[src/rtl/uart_pkg.sv]
// Shared definitions for the UART packet transmitter: line levels, state encoding
// and the packet checksum.
package uart_pkg;

  localparam logic UART_IDLE  = 1'b1;
  localparam logic UART_START = 1'b0;

  typedef logic [2:0] uart_state_t;

  localparam uart_state_t IDLE  = 3'd0;
  localparam uart_state_t START = 3'd1;
  localparam uart_state_t DATA  = 3'd2;
  localparam uart_state_t STOP  = 3'd3;
  localparam uart_state_t GAP   = 3'd4;

  // Two's-complement checksum: payload bytes plus this byte sum to zero mod 256.
  function automatic logic [7:0] chk8(input logic [7:0] sum);
    return (~sum) + 8'd1;
  endfunction

endpackage

[src/rtl/uart_byte_tx.sv]
// Single-frame UART serialiser: start bit, 8 data bits LSB first, STOP_BITS stop bits.
// A new byte is accepted in the last cycle of the last stop bit, so frames can abut.
module uart_byte_tx
  import uart_pkg::*;
#(
  parameter int unsigned CLKS_PER_BIT = 104,
  parameter int unsigned STOP_BITS    = 1
) (
  input  logic       clk_i,
  input  logic       rst_ni,
  input  logic       byte_valid_i,
  input  logic [7:0] byte_data_i,
  output logic       byte_ready_o,
  output logic       txd_o
);

  localparam int unsigned BAUD_W = $clog2(CLKS_PER_BIT);
  localparam logic [BAUD_W-1:0] BAUD_LAST = BAUD_W'(CLKS_PER_BIT - 1);
  localparam logic [3:0] STOP_LAST = 4'(STOP_BITS - 1);

  uart_state_t       state_q, state_d;
  logic [BAUD_W-1:0] baud_q, baud_d;
  logic [3:0]        bit_q, bit_d;
  logic [9:0]        shift_q, shift_d;
  logic              bit_end;
  logic              last_stop;

  assign bit_end      = (baud_q == BAUD_LAST);
  assign last_stop    = (state_q == STOP) && bit_end && (bit_q == STOP_LAST);
  assign byte_ready_o = (state_q == IDLE) || last_stop;
  // The line is the LSB of the shift register; it refills with idle-high ones.
  assign txd_o        = shift_q[0];

  always_comb begin
    state_d = state_q;
    baud_d  = baud_q;
    bit_d   = bit_q;
    shift_d = shift_q;

    if (state_q != IDLE) begin
      baud_d = bit_end ? '0 : baud_q + 1'b1;
    end

    case (state_q)
      START: begin
        if (bit_end) begin
          state_d = DATA;
          bit_d   = 4'd0;
          shift_d = {UART_IDLE, shift_q[9:1]};
        end
      end
      DATA: begin
        if (bit_end) begin
          shift_d = {UART_IDLE, shift_q[9:1]};
          if (bit_q == 4'd7) begin
            state_d = STOP;
            bit_d   = 4'd0;
          end else begin
            bit_d = bit_q + 4'd1;
          end
        end
      end
      STOP: begin
        if (bit_end) begin
          if (bit_q == STOP_LAST) begin
            state_d = IDLE;
          end else begin
            bit_d = bit_q + 4'd1;
          end
        end
      end
      default: ;
    endcase

    if (byte_valid_i && byte_ready_o) begin
      state_d = START;
      baud_d  = '0;
      bit_d   = 4'd0;
      shift_d = {UART_IDLE, byte_data_i, UART_START};
    end
  end

  always_ff @(posedge clk_i) begin
    if (!rst_ni) begin
      state_q <= IDLE;
      baud_q  <= '0;
      bit_q   <= 4'd0;
      shift_q <= '1;
    end else begin
      state_q <= state_d;
      baud_q  <= baud_d;
      bit_q   <= bit_d;
      shift_q <= shift_d;
    end
  end

endmodule

[src/rtl/uart_packet_tx.sv]
// UART packet transmitter: latches up to MAX_BYTES payload bytes on start and sends them
// first-byte-first, optionally followed by a checksum byte, with optional inter-byte gaps.
module uart_packet_tx
  import uart_pkg::*;
#(
  parameter int unsigned CLKS_PER_BIT = 104,
  parameter int unsigned MAX_BYTES    = 16,
  parameter int unsigned LEN_W        = $clog2(MAX_BYTES + 1),
  parameter int unsigned STOP_BITS    = 1,
  parameter int unsigned GAP_BITS     = 0,
  parameter int unsigned CHECKSUM_EN  = 1
) (
  input  logic                   clk,
  input  logic                   rst_n,
  input  logic [8*MAX_BYTES-1:0] packet,
  input  logic [LEN_W-1:0]       length,
  input  logic                   start,
  output logic                   txd,
  output logic                   busy,
  output logic                   done,
  output logic                   err_len
);

  localparam int unsigned CNT_W   = LEN_W + 1;
  localparam int unsigned GAP_CYC = (GAP_BITS > 0) ? GAP_BITS * CLKS_PER_BIT : 2;
  localparam int unsigned GAP_W   = $clog2(GAP_CYC + 1);
  // Leave GAP one cycle early so START can present the byte on the final gap cycle.
  localparam logic [GAP_W-1:0] GAP_LAST = GAP_W'(GAP_CYC - 2);

  uart_state_t            state_q, state_d;
  logic [8*MAX_BYTES-1:0] pkt_q, pkt_d;
  logic [LEN_W-1:0]       len_q, len_d;
  logic [CNT_W-1:0]       idx_q, idx_d;
  logic [7:0]             sum_q, sum_d;
  logic [GAP_W-1:0]       gap_q, gap_d;
  logic                   busy_q, busy_d;
  logic                   done_q, done_d;
  logic                   err_q, err_d;

  logic             len_ok;
  logic [CNT_W-1:0] n_bytes;
  logic [CNT_W-1:0] sel;
  logic             more;
  logic             is_payload;
  logic [7:0]       payload_byte;
  logic [7:0]       cur_byte;
  logic             byte_valid;
  logic             byte_ready;
  logic             handshake;

  assign len_ok     = (length != '0) && (32'(length) <= MAX_BYTES);
  assign n_bytes    = {1'b0, len_q} + CNT_W'(CHECKSUM_EN);
  assign more       = (idx_q < n_bytes);
  assign is_payload = (idx_q < {1'b0, len_q});
  assign sel        = {1'b0, len_q} - idx_q - CNT_W'(1);

  always_comb begin
    payload_byte = 8'h00;
    for (int i = 0; i < MAX_BYTES; i++) begin
      if (sel == CNT_W'(i)) begin
        payload_byte = pkt_q[8*i +: 8];
      end
    end
  end

  assign cur_byte   = is_payload ? payload_byte : chk8(sum_q);
  assign byte_valid = (state_q == START) ||
                      ((state_q == DATA) && more && (GAP_BITS == 0));
  assign handshake  = byte_valid && byte_ready;

  always_comb begin
    state_d = state_q;
    pkt_d   = pkt_q;
    len_d   = len_q;
    idx_d   = idx_q;
    sum_d   = sum_q;
    gap_d   = gap_q;
    busy_d  = busy_q;
    done_d  = 1'b0;
    err_d   = 1'b0;

    if (handshake) begin
      state_d = DATA;
      idx_d   = idx_q + CNT_W'(1);
      busy_d  = 1'b1;
      if (is_payload) begin
        sum_d = sum_q + cur_byte;
      end
    end

    case (state_q)
      IDLE: begin
        if (start) begin
          if (len_ok) begin
            state_d = START;
            pkt_d   = packet;
            len_d   = length;
            idx_d   = '0;
            sum_d   = 8'h00;
          end else begin
            err_d = 1'b1;
          end
        end
      end
      DATA: begin
        // byte_ready here marks the last cycle of the frame on the line.
        if (byte_ready && !handshake) begin
          if (more) begin
            state_d = GAP;
            gap_d   = '0;
          end else begin
            state_d = IDLE;
            busy_d  = 1'b0;
            done_d  = 1'b1;
          end
        end
      end
      GAP: begin
        if (gap_q == GAP_LAST) begin
          state_d = START;
        end else begin
          gap_d = gap_q + 1'b1;
        end
      end
      default: ;
    endcase
  end

  always_ff @(posedge clk) begin
    if (!rst_n) begin
      state_q <= IDLE;
      pkt_q   <= '0;
      len_q   <= '0;
      idx_q   <= '0;
      sum_q   <= 8'h00;
      gap_q   <= '0;
      busy_q  <= 1'b0;
      done_q  <= 1'b0;
      err_q   <= 1'b0;
    end else begin
      state_q <= state_d;
      pkt_q   <= pkt_d;
      len_q   <= len_d;
      idx_q   <= idx_d;
      sum_q   <= sum_d;
      gap_q   <= gap_d;
      busy_q  <= busy_d;
      done_q  <= done_d;
      err_q   <= err_d;
    end
  end

  uart_byte_tx #(
    .CLKS_PER_BIT (CLKS_PER_BIT),
    .STOP_BITS    (STOP_BITS)
  ) u_byte_tx (
    .clk_i        (clk),
    .rst_ni       (rst_n),
    .byte_valid_i (byte_valid),
    .byte_data_i  (cur_byte),
    .byte_ready_o (byte_ready),
    .txd_o        (txd)
  );

  assign busy    = busy_q;
  assign done    = done_q;
  assign err_len = err_q;

endmodule

[config.mk]
export PLATFORM = sky130hd
export DESIGN_NAME = uart_packet_tx
export DESIGN_NICKNAME = d
export VERILOG_FILES = /design/src/rtl/uart_pkg.sv /design/src/rtl/uart_byte_tx.sv /design/src/rtl/uart_packet_tx.sv
export SDC_FILE = /design/constraint.sdc
export NUM_CORES = 1
export LEC_CHECK = 0
export ABC_AREA = 1
export CAP_MARGIN = 30
export CORE_MARGIN = 10
export CORE_UTILIZATION = 50
export DETAILED_ROUTE_END_ITERATION = 10
export PLACE_DENSITY = 0.8
export SYNTH_ARGS = -nofsm -noshare
export SYNTH_HDL_FRONTEND = slang
export SYNTH_HIERARCHICAL = 1
export SYNTH_SLANG_ARGS = --single-unit
export TNS_END_PERCENT = 30
[constraint.sdc]
create_clock -name clk -period 5.9 [get_ports clk]
set_input_delay 1.475 -clock clk [delete_from_list [all_inputs] [get_ports clk]]
set_output_delay 1.475 -clock clk [all_outputs]
set_load 0.02 [all_outputs]
==> summary.md <==
| Metric | Value |
|---|---|
| Slew HR | `between 50% and 60%` |
| Num ports | `140` |
| Class of the most critical setup path | `reg -> reg` |
| CP top delay family | `simple AND/OR/NAND/NOR gates` |
| Clock Root Buffer | `clkbuf_16` |
| Clock skew | `between 10 and 15 ps` |
| Fin cells | `1,616` |
| Top post-synthesis cells by area | `dfxtp_1 (40%), nor2_1 (9.5%), o21ai_0 (9.4%)` |
| CTS tree | `yes` |
| CP bufs+invs | `7` |
| Leakage power total | `between 4 and 5 nW` |
| DR vias/cell | `5.31` |
| CTS clock-pin slew for the worst setup and hold paths | `about 70 ps` |
| DRC Markers | `0` |
| Share of cells above drive strength 1 | `6.47%` |
| Max VDD drop | `roughly 250 µV` |
| Sink count of the clock tree | `177` |
| Setup Fix Bufs, Post-CTS | `0` |
| Final WL | `between 20,000 and 30,000 µm` |
| Worst path slowest cell | `fa_1` |
| Final count of negative-setup-slack endpoints | `0` |
| First-pass GRT wire length | `40,800 µm` |
| CTS Buffer Depth | `2` |
| Hold Crit Class | `reg -> reg` |
| CTS H-Tree Depth | `4` |
| CP Launch Type | `flop` |
| Req. time, crit path | `between 6000 and 7000 ps` |
| Post-synthesis cell type count | `48` |
| CP Max Fanout | `6` |
| PD cells | `308 nW/µm²` |
| Worst-margin pin slew | `approximately 720 ps` |
| Cell count after placement | `approximately 1,600` |
| Yosys top cell by area | `dfxtp_1` |
| Max_cap viols | `0` |
| DRT antenna net count | `0` |
| Hold Fails Final Rpt | `0` |
| Setup TNS | `0 ps` |
| Cts hold-fix bufs | `0` |
| Skew-Pair Late Insertion Delay | `roughly 440 ps` |
| Syn nets | `about 1,400` |
| Placement Rows | `48` |
| HPWL after DPL | `approximately 18,000 µm` |
| Pin count of the biggest net entering global routing | `roughly 120` |
| Final Critical Period | `roughly 4800 ps` |
| Worst Setup End Kind | `flop` |
| Initial antenna violation count | `0` |
| #FFs+latches synth | `177` |
| Die area | `approximately 24,000 µm²` |
| CTS resizes | `0` |
| I/O Buffers | `approximately 140` |
| Via count | `8,576` |
| Vias in the first global route | `8,257` |
| Core area | `roughly 17,000 µm²` |
| Max stage delay on crit path | `between 300 and 400 ps` |
| Number of buffers created by CTS | `17` |
| Fmax | `approximately 210 MHz` |
| Syn-to-layout area delta | `23.2%` |
| Syn Std Cell Area | `8910 µm²` |
| Most frequent CP cell | `nand2_1` |
| Max-slew violation count | `0` |
| Final period util | `between 80 and 90%` |
| Worst Path Arrival | `around 5200 ps` |
| Wire per inst | `about 16 µm` |
| Sequential fraction of the synthesis area | `approximately two fifths` |
| Mean Syn Cell Area | `between 7 and 8 µm²` |
| RSZ-0062 raised after global routing | `no` |
| Initial Utilization | `around half` |
| Outcome | `completed` |
| Final GP Congestion | `just under 1` |
| Die Ht | `approximately 150 µm` |
| NumNets Final | `1,552` |
| Synth top area share | `39.7%` |
| Gate Count Post-Synth | `around 1,300` |
| Initial drt markers | `804` |
| Die W | `roughly 150 µm` |
| Pre-antenna DRT Iters | `6` |
| Total track usage | `between 20% and 30%` |
| Synth Warn # | `6` |
| GRT Residual Overflow | `0` |
| Reg2reg setup slack | `around 1100 ps` |
| N_diodes | `0` |
-- where the power goes --
| group | total, W | switching, W | internal (W) | leakage (nW) |
|---|---|---|---|---|
| sequential | 0.00140 | 0.0000804 | 0.00132 | 1.45 |
| clock | 0.00110 | 0.000536 | 0.000560 | 0.271 |
| combinational | 0.000892 | 0.000556 | 0.000336 | 2.90 |
-- metrics by stage --
| step | cell area (µm²) | power [W] | util, % | hold WS (ps) | worst slack [ps] |
|---|---|---|---|---|---|
| final | 11000 | 0.00338 | 63.1 | 457 | 1110 |
| after global routing | 11000 | 0.00357 | 63.1 | 471 | 501 |
| after CTS | 11000 | 0.00338 | 63.1 | 458 | 1140 |
| after detailed placement | 10400 | 0.00229 | 59.8 | 448 | 1190 |
| after global placement | 10400 | 0.00226 | 59.8 | 438 | 1330 |
| after floorplan | 8910 | 0.00202 | - | 425 | 1770 |
-- cells in the final DEF, fill, tap and decap left out, types with 3 or more instances in the layout --
cell,count
a211oi_1,3
a21oi_1,95
buf_4,4
clkbuf_16,17
clkdlybuf4s50_1,138
dfxtp_1,177
ha_1,36
inv_1,157
inv_2,9
inv_6,6
inv_8,3
nand2_1,161
nand2_2,3
nand2_4,4
nand3_1,60
nand3_2,3
nand4_1,15
nor2_1,225
nor2_2,12
nor2_4,5
nor3_1,9
o2111ai_1,4
o21ai_0,167
o21ai_2,7
o21bai_1,5
o221ai_1,3
o22ai_1,7
o31ai_1,3
xnor2_1,3
xor2_1,15
-- worst register-to-register path, delay by kind of cell, from the launching register on --
family	cells	cell delay [ps]
buffers and inverters	7	560
and+or+nand+nor	22	2140
adders and majority gates	3	910
AOI/OAI and AO/OA	5	770
DFF	1	330
-- kinds of logic (layout without fill, tap and decap cells) --
logic type,Yosys count,count (layout),synth area share [%]
and+or+nand+nor,508,508,24.8
AOI/OAI and AO/OA,306,306,18.6
buffers and inverters,221,344,9.54
DFF,177,177,39.7
adders and majority gates,38,38,5.50
xor gates and xnor gates,18,18,1.77
-- registers in the layout, summed over array words and instances (netlist names), 3 cells and up --
| signal | count |
|---|---|
| idx_q | 6 |
| u_byte_tx/baud_q | 7 |
| u_byte_tx/shift_q | 9 |
| sum_q | 8 |
| len_q | 5 |
| pkt_q | 128 |
| u_byte_tx/bit_q | 4 |
| state_q | 3 |
-- area by class of cell --
class	count	area, µm²
clock buffers	18	429
clock inverters	14	135
fillers	1526	6430
inverters	169	638
multi-input cells	870	4530
flip-flops and latches	177	3540
well taps	225	282
repair buffers	143	1430
-- layer usage --
metal	routed length, µm	track usage, %	vias to the layer above
li1	-	-	4326
met3	1650	5.58	41
met1	11200	26.0	3932
met5	0	0	-
met2	11900	33.8	277
met4	415	5.44	0
-- synth_stat cells, drive strengths merged --
cell type and n:
a2111oi 2, a211oi 3, a21boi 1, a21oi 96
a31oi 2, buf 3, clkbuf 49, clkinv 2
dfxtp 177, fa 2, ha 36, inv 167
nand2 168, nand3 64, nand3b 2, nand4 16
nor2 242, nor3 11, nor4 2, o2111ai 4
o211ai 2, o21a 2, o21ai 175, o21bai 5
o221ai 3, o22ai 7, o31ai 3, o32ai 1
or2 3, xnor2 3, xor2 15
-- path summary, 6_finish.rpt --
path / from / to / cells past startpoint
max: idx_q[0] / sum_q[7] / 37
min reg2reg: pkt_q[34] / pkt_q[34] / 2
min: pkt_q[34] / pkt_q[34] / 2
max reg2reg: idx_q[0] / sum_q[7] / 37
Power figures use the tool's default switching activity.
